==> config.mk <==
export PLATFORM = sky130hd
export DESIGN_NAME = mmu_tlb
export DESIGN_NICKNAME = d
export VERILOG_FILES = /design/src/rtl/mmu_tlb_pkg.sv /design/src/rtl/mmu_tlb_cam.sv /design/src/rtl/mmu_tlb.sv
export SDC_FILE = /design/constraint.sdc
export NUM_CORES = 1
export LEC_CHECK = 0
export ABC_AREA = 1
export BUFFER_PORTS_ARGS = -buffer_cell sky130_fd_sc_hd__buf_2
export CAP_MARGIN = 5
export CORE_MARGIN = 5
export CORE_UTILIZATION = 54
export CTS_CLUSTER_SIZE = 24
export DETAILED_ROUTE_END_ITERATION = 16
export PLACE_DENSITY = 0.76
export SYNTH_ARGS = -nofsm -noshare
export SYNTH_HDL_FRONTEND = slang
export SYNTH_SLANG_ARGS = --single-unit
==> constraint.sdc <==
create_clock -name clk -period 3.2 [get_ports clk]
set_input_delay 0.48 -clock clk [delete_from_list [all_inputs] [get_ports clk]]
set_output_delay 0.48 -clock clk [all_outputs]
set_load 0.01 [all_outputs]
==> src/rtl/mmu_tlb_pkg.sv <==
// Shared definitions for the mmu_tlb address-translation unit.
// Holds the FSM state type, PTE field positions and the derived page-number width.
package mmu_tlb_pkg;

  typedef enum logic [1:0] {
    StIdle,
    StLookup,
    StWalk,
    StResp
  } state_e;

  localparam int unsigned PteW        = 32;
  localparam int unsigned PteValidBit = 0;

  // VPN and PPN share one width: the word address minus the in-page offset.
  function automatic int unsigned vpn_width(input int unsigned aw, input int unsigned off_w);
    return aw - off_w;
  endfunction

  // The PPN occupies the top ppn_w bits of the PTE.
  function automatic int unsigned pte_ppn_lsb(input int unsigned ppn_w);
    return PteW - ppn_w;
  endfunction

endpackage

==> src/rtl/mmu_tlb_cam.sv <==
// Fully-associative TLB storage with round-robin replacement.
// Ports:
//   clk, rst_n             clock, async active-low reset
//   lookup_vpn             tag to match (combinational)
//   hit, hit_ppn           match result
//   wr_en, wr_vpn, wr_ppn  install at the round-robin pointer, then advance it
//   flush                  clear all valid bits (wins over a same-cycle install)
module mmu_tlb_cam #(
  parameter int unsigned TLB_N = 4,
  parameter int unsigned VPN_W = 20,
  parameter int unsigned PPN_W = 20
) (
  input  logic             clk,
  input  logic             rst_n,
  input  logic [VPN_W-1:0] lookup_vpn,
  output logic             hit,
  output logic [PPN_W-1:0] hit_ppn,
  input  logic             wr_en,
  input  logic [VPN_W-1:0] wr_vpn,
  input  logic [PPN_W-1:0] wr_ppn,
  input  logic             flush
);

  localparam int unsigned PtrW = $clog2(TLB_N);

  logic [TLB_N-1:0] valid_q;
  logic [VPN_W-1:0] vpn_q [TLB_N];
  logic [PPN_W-1:0] ppn_q [TLB_N];
  logic [PtrW-1:0]  ptr_q;

  // At most one entry can match, so a priority-free select is enough.
  always_comb begin
    hit     = 1'b0;
    hit_ppn = '0;
    for (int i = 0; i < TLB_N; i++) begin
      if (valid_q[i] && (vpn_q[i] == lookup_vpn)) begin
        hit     = 1'b1;
        hit_ppn = ppn_q[i];
      end
    end
  end

  always_ff @(posedge clk or negedge rst_n) begin
    if (!rst_n) begin
      valid_q <= '0;
      ptr_q   <= '0;
    end else begin
      if (wr_en) begin
        valid_q[ptr_q] <= 1'b1;
        ptr_q          <= ptr_q + PtrW'(1);
      end
      if (flush) begin
        valid_q <= '0;
      end
    end
  end

  // Tag and data arrays need no reset; valid bits gate every use.
  always_ff @(posedge clk) begin
    if (wr_en) begin
      vpn_q[ptr_q] <= wr_vpn;
      ppn_q[ptr_q] <= wr_ppn;
    end
  end

endmodule

==> src/rtl/mmu_tlb.sv <==
// Address-translation unit: request latch, TLB lookup and single-level page-table walker.
// Ports:
//   req_valid/req_ready         request handshake (ready only when idle)
//   req_e, req_pc, req_ea       source select and candidate word addresses
//   mode, pto                   translate enable and page-table origin, latched on accept
//   flush                       invalidate the whole TLB
//   resp_valid/ma/fault         one-cycle response; ma/fault hold until the next response
//   mem_req/addr, mem_ack/rdata PTE read handshake
module mmu_tlb
  import mmu_tlb_pkg::*;
#(
  parameter int unsigned AW    = 30,
  parameter int unsigned OFF_W = 10,
  parameter int unsigned TLB_N = 4
) (
  input  logic          clk,
  input  logic          rst_n,
  input  logic          req_valid,
  output logic          req_ready,
  input  logic          req_e,
  input  logic [AW-1:0] req_pc,
  input  logic [AW-1:0] req_ea,
  input  logic          mode,
  input  logic [AW-1:0] pto,
  input  logic          flush,
  output logic          resp_valid,
  output logic [AW-1:0] resp_ma,
  output logic          resp_fault,
  output logic          mem_req,
  output logic [AW-1:0] mem_addr,
  input  logic          mem_ack,
  input  logic [31:0]   mem_rdata
);

  localparam int unsigned VPN_W  = vpn_width(AW, OFF_W);
  localparam int unsigned PPN_W  = VPN_W;
  localparam int unsigned PpnLsb = pte_ppn_lsb(PPN_W);

  state_e           state_q, state_d;
  logic [AW-1:0]    va_q, pto_q;
  logic             mode_q;
  logic             flush_seen_q;
  logic [AW-1:0]    resp_ma_q, resp_ma_d;
  logic             resp_fault_q, resp_fault_d;

  logic             accept;
  logic [VPN_W-1:0] vpn;
  logic [OFF_W-1:0] off;
  logic [PPN_W-1:0] pte_ppn;
  logic             pte_valid;
  logic             cam_hit;
  logic [PPN_W-1:0] cam_ppn;
  logic             wr_en;
  logic             unused_pte;

  assign accept     = req_valid && (state_q == StIdle);
  assign vpn        = va_q[AW-1:OFF_W];
  assign off        = va_q[OFF_W-1:0];
  assign pte_ppn    = mem_rdata[PteW-1:PpnLsb];
  assign pte_valid  = mem_rdata[PteValidBit];
  assign unused_pte = ^mem_rdata[PpnLsb-1:PteValidBit+1];

  mmu_tlb_cam #(
    .TLB_N (TLB_N),
    .VPN_W (VPN_W),
    .PPN_W (PPN_W)
  ) u_cam (
    .clk        (clk),
    .rst_n      (rst_n),
    .lookup_vpn (vpn),
    .hit        (cam_hit),
    .hit_ppn    (cam_ppn),
    .wr_en      (wr_en),
    .wr_vpn     (vpn),
    .wr_ppn     (pte_ppn),
    .flush      (flush)
  );

  always_comb begin
    state_d      = state_q;
    resp_ma_d    = resp_ma_q;
    resp_fault_d = resp_fault_q;
    wr_en        = 1'b0;
    unique case (state_q)
      StIdle: begin
        if (req_valid) state_d = StLookup;
      end
      StLookup: begin
        if (!mode_q) begin
          resp_ma_d    = va_q;
          resp_fault_d = 1'b0;
          state_d      = StResp;
        end else if (cam_hit && !flush) begin
          // A same-cycle flush turns a hit into a miss.
          resp_ma_d    = {cam_ppn, off};
          resp_fault_d = 1'b0;
          state_d      = StResp;
        end else begin
          state_d = StWalk;
        end
      end
      StWalk: begin
        if (mem_ack) begin
          state_d = StResp;
          if (pte_valid) begin
            resp_ma_d    = {pte_ppn, off};
            resp_fault_d = 1'b0;
            // Any flush seen during this walk makes the walked entry stale.
            wr_en        = !flush && !flush_seen_q;
          end else begin
            resp_ma_d    = va_q;
            resp_fault_d = 1'b1;
          end
        end
      end
      StResp: begin
        state_d = StIdle;
      end
      default: begin
        state_d = StIdle;
      end
    endcase
  end

  always_ff @(posedge clk or negedge rst_n) begin
    if (!rst_n) begin
      state_q      <= StIdle;
      va_q         <= '0;
      pto_q        <= '0;
      mode_q       <= 1'b0;
      flush_seen_q <= 1'b0;
      resp_ma_q    <= '0;
      resp_fault_q <= 1'b0;
    end else begin
      state_q      <= state_d;
      resp_ma_q    <= resp_ma_d;
      resp_fault_q <= resp_fault_d;
      if (accept) begin
        va_q         <= req_e ? req_ea : req_pc;
        pto_q        <= pto;
        mode_q       <= mode;
        flush_seen_q <= 1'b0;
      end else if ((state_q == StWalk) && flush) begin
        flush_seen_q <= 1'b1;
      end
    end
  end

  assign req_ready  = (state_q == StIdle);
  assign resp_valid = (state_q == StResp);
  assign resp_ma    = resp_ma_q;
  assign resp_fault = resp_fault_q;
  assign mem_req    = (state_q == StWalk);
  assign mem_addr   = pto_q + AW'(vpn);

endmodule

==> run metrics <==
status complete, no violations; synth-to-layout area growth 23.1%; reg-to-reg startpoint va_q[26]; TritonCTS Buffers 28; Yosys warnings 0; initial antenna violation count 0; post-DR wirelength/cell 18.4 um; core area 23500 sq um; Detailed Route WL 37700 um; layout cells sized above 1 21.6%; DR pass1 iterations 5; CP Launch Type register; flops & latches, synth 261; Power Dens Cells 1000 nW/um^2; Starting Density 55.1%; max-slew violations 0; Row Count 56; Final GP Congestion 0.923; initial DRC count 762; Die H 165 um; total track usage 26.9%; register area 7340 sq um; Hold Vio Cnt, Final 0; TNS Setup 0 ps; antenna-violating nets left 0; slew margin rel. 32.3%; Reg clk slew, reported paths 60 ps; H-tree Lvls 1; number of I/O port buffers 181; clock sinks 261; WP data arrival 2680 ps; Final setup viols 0; register area share after synthesis 56.5%; fin crit share 98.7%; die area 27200 sq um; placed insts 1983; achievable frequency 0.317 GHz; detailed placement HPWL 26000 um; largest net degree at the start of global routing 57; clock tree buffer depth 3; Worst Reg2Reg Path Length in Cells 15; min cycle time layout 3160 ps; vias in the first global route 10.8k; worst vdd ir 0.835 mV; via count 11.2k; first-pass GRT wire length 56800 um; Worst EP required 2720 ps; root buffer cell clkbuf_16; Crit Path Class reg -> out; Synth cell types 33; nets 1871; Post-Syn Area per Cell 8.69 sq um; Slew @ Worst Pin 1010 ps; fill count 1905; grt total ovfl 0; final std cells w/o fill 2054; syn nets 1650; RSZ-0062 raised after global routing true; final hold slack 26.9 ps; die width 165 um; Switch Pwr 6.54 mW; reg2reg end resp_ma[11]; maximum capacitance violations 0; Reg2Reg Setup Slack 440 ps; power share of the combinational group 48.6%; sequential share of power 30.8%; CTS tree yes; Clock power frac 20.6%; DR vias/cell 5.44; # diodes 0; min-delay worst type in -> async; Worst Setup End Kind output port; internal power 9.45 mW; Final Skew 14.7 ps; clock latency on the worst-skew pair 540 ps; synthesized instance count 1492; Residual DRC 0; leak pwr 7.33 nW; Post-Syn Area 13000 sq um; multi-input logic area 5290 sq um; # IOs 193; worst-path fanout max 4; Sw Ratio 40.9%
==> synth_stat cells <==
cell,n,area (sq um)
a21boi_0,2,15.0
a21oi_1,86,430
a31oi_1,3,18.8
and2_1,1,6.26
buf_2,16,80.1
buf_4,3,22.5
clkbuf_1,39,146
clkinv_1,1,3.75
dfrtp_1,101,2530
edfxtp_1,160,4800
fa_1,1,20.0
ha_1,28,350
inv_1,124,465
inv_2,16,60.1
nand2_1,517,1940
nand2_2,2,12.5
nand3_1,16,80.1
nand3b_1,1,7.51
nand4_1,23,144
nor2_1,151,567
nor2_2,1,6.26
nor3_1,5,25.0
nor4_1,2,12.5
o211ai_1,23,173
o21a_1,5,37.5
o21ai_0,81,405
o21ai_1,11,55.1
o21bai_1,1,7.51
o221ai_1,1,8.76
o22ai_1,31,194
or2_2,3,18.8
xnor2_1,18,158
xor2_1,19,166
==> metal layers <==
metal	track usage [%]	vias to the layer above	share of wire [%]
met2	46.8	491	50
met3	3.97	80	8.1
met5	0	-	0
met1	34.4	5268	39
met4	9.30	0	3.1
li1	-	5337	-
==> layout by cell type (no fill, tap or decap), types with 4 or more instances in the layout <==
master	synthesis	final
nor2_1	151	150
xnor2_1	18	17
a21oi_2	0	7
o22ai_1	31	31
o21ai_1	11	15
clkbuf_16	0	29
inv_2	16	18
dfrtp_2	0	6
nand3_1	16	13
o211ai_1	23	23
buf_2	16	180
edfxtp_1	160	160
clkbuf_1	39	9
xor2_1	19	19
o21ai_0	81	74
clkinv_1	1	5
nand2_2	2	10
ha_1	28	8
buf_4	3	65
clkbuf_8	0	4
nand4_1	23	23
ha_4	0	17
o21a_1	5	5
a21oi_1	86	77
dfrtp_1	101	95
nand2_1	517	508
inv_1	124	122
==> power by group through the flow <==
stage          Combinational (mW)  Clock [mW]  Sequential (mW)
4_1_cts                      7.06        3.32             4.87
2_1_floorplan                4.06           0             4.99
5_1_grt                      8.55        3.48             4.99
3_3_place_gp                 6.66           0             4.87
6_report                     7.77        3.29             4.93
3_5_place_dp                 6.75           0             4.89
==> registers in the layout, summed over array words and instances, names as in the netlist <==
name,flops
u_cam.ppn_q,80
u_cam.vpn_q,80
pto_q,30
resp_ma,30
va_q,30
u_cam.valid_q,4
state_q,2
u_cam.ptr_q,2
flush_seen_q,1
mode_q,1
resp_fault,1
==> cells by family after synthesis <==
group	share of synthesized area [%]
fa+ha+maj	2.86
buf+inv	6.00
compound gates	10.4
xor+xnor	2.50
simple gates	21.7
flops	56.5
==> worst max-delay path, cell delays in order, from the launching register on <==
cell and delay, ps:
dfrtp_1 410, ha_4 280, a21oi_4 170, o21ai_0 100
nor2_1 150, o21ai_1 80, buf_4 160, a21oi_4 210
o21ai_2 100, a21oi_2 190, xnor2_2 140, buf_2 160
==> through the flow <==
| step | setup slack (ps) | power (mW) | util, % | area [sq um] |
|---|---|---|---|---|
| 3_5_place_dp | 281 | 11.6 | 61.3 | 14400 |
| 5_1_grt | -60.9 | 17.0 | 67.8 | 16000 |
| 2_1_floorplan | 386 | 9.05 | - | 13000 |
| 4_1_cts | 9.20 | 15.3 | 66.0 | 15500 |
| 3_3_place_gp | 290 | 11.5 | 61.3 | 14400 |
| 6_report | 40.9 | 16.0 | 67.8 | 16000 |
==> layout make-up <==
cell class | instances | share of cell area [%]
inverters | 141 | 3.32
clock buffers | 42 | 5.10
repair buffers | 249 | 9.15
clock inverters | 10 | 0.799
well taps | 319 | 2.50
flip-flops and latches | 261 | 46.0
multi-input cells | 1032 | 33.2
==> repair_timing <==
item                       in CTS  in global routing
setup endpoints to repair      16                 15
buffers inserted                3                 17
gates resized for setup        32                 53
hold buffers                    0                  0
pin swaps                      11                 22
==> worst max-delay path by stage <==
stage                        start      endpoint  slack, ps  cells past startpoint
final                     pto_q[3]  mem_addr[16]         40                     11
after global placement    va_q[12]  mem_addr[17]        290                     11
after global routing      va_q[10]  mem_addr[18]        -60                     12
after detailed placement  va_q[10]  mem_addr[16]        280                     12
after floorplan           va_q[10]  mem_addr[16]        390                     10
after CTS                 va_q[29]  mem_addr[24]          9                      8
No activity file was read; power rests on OpenSTA's default activity.
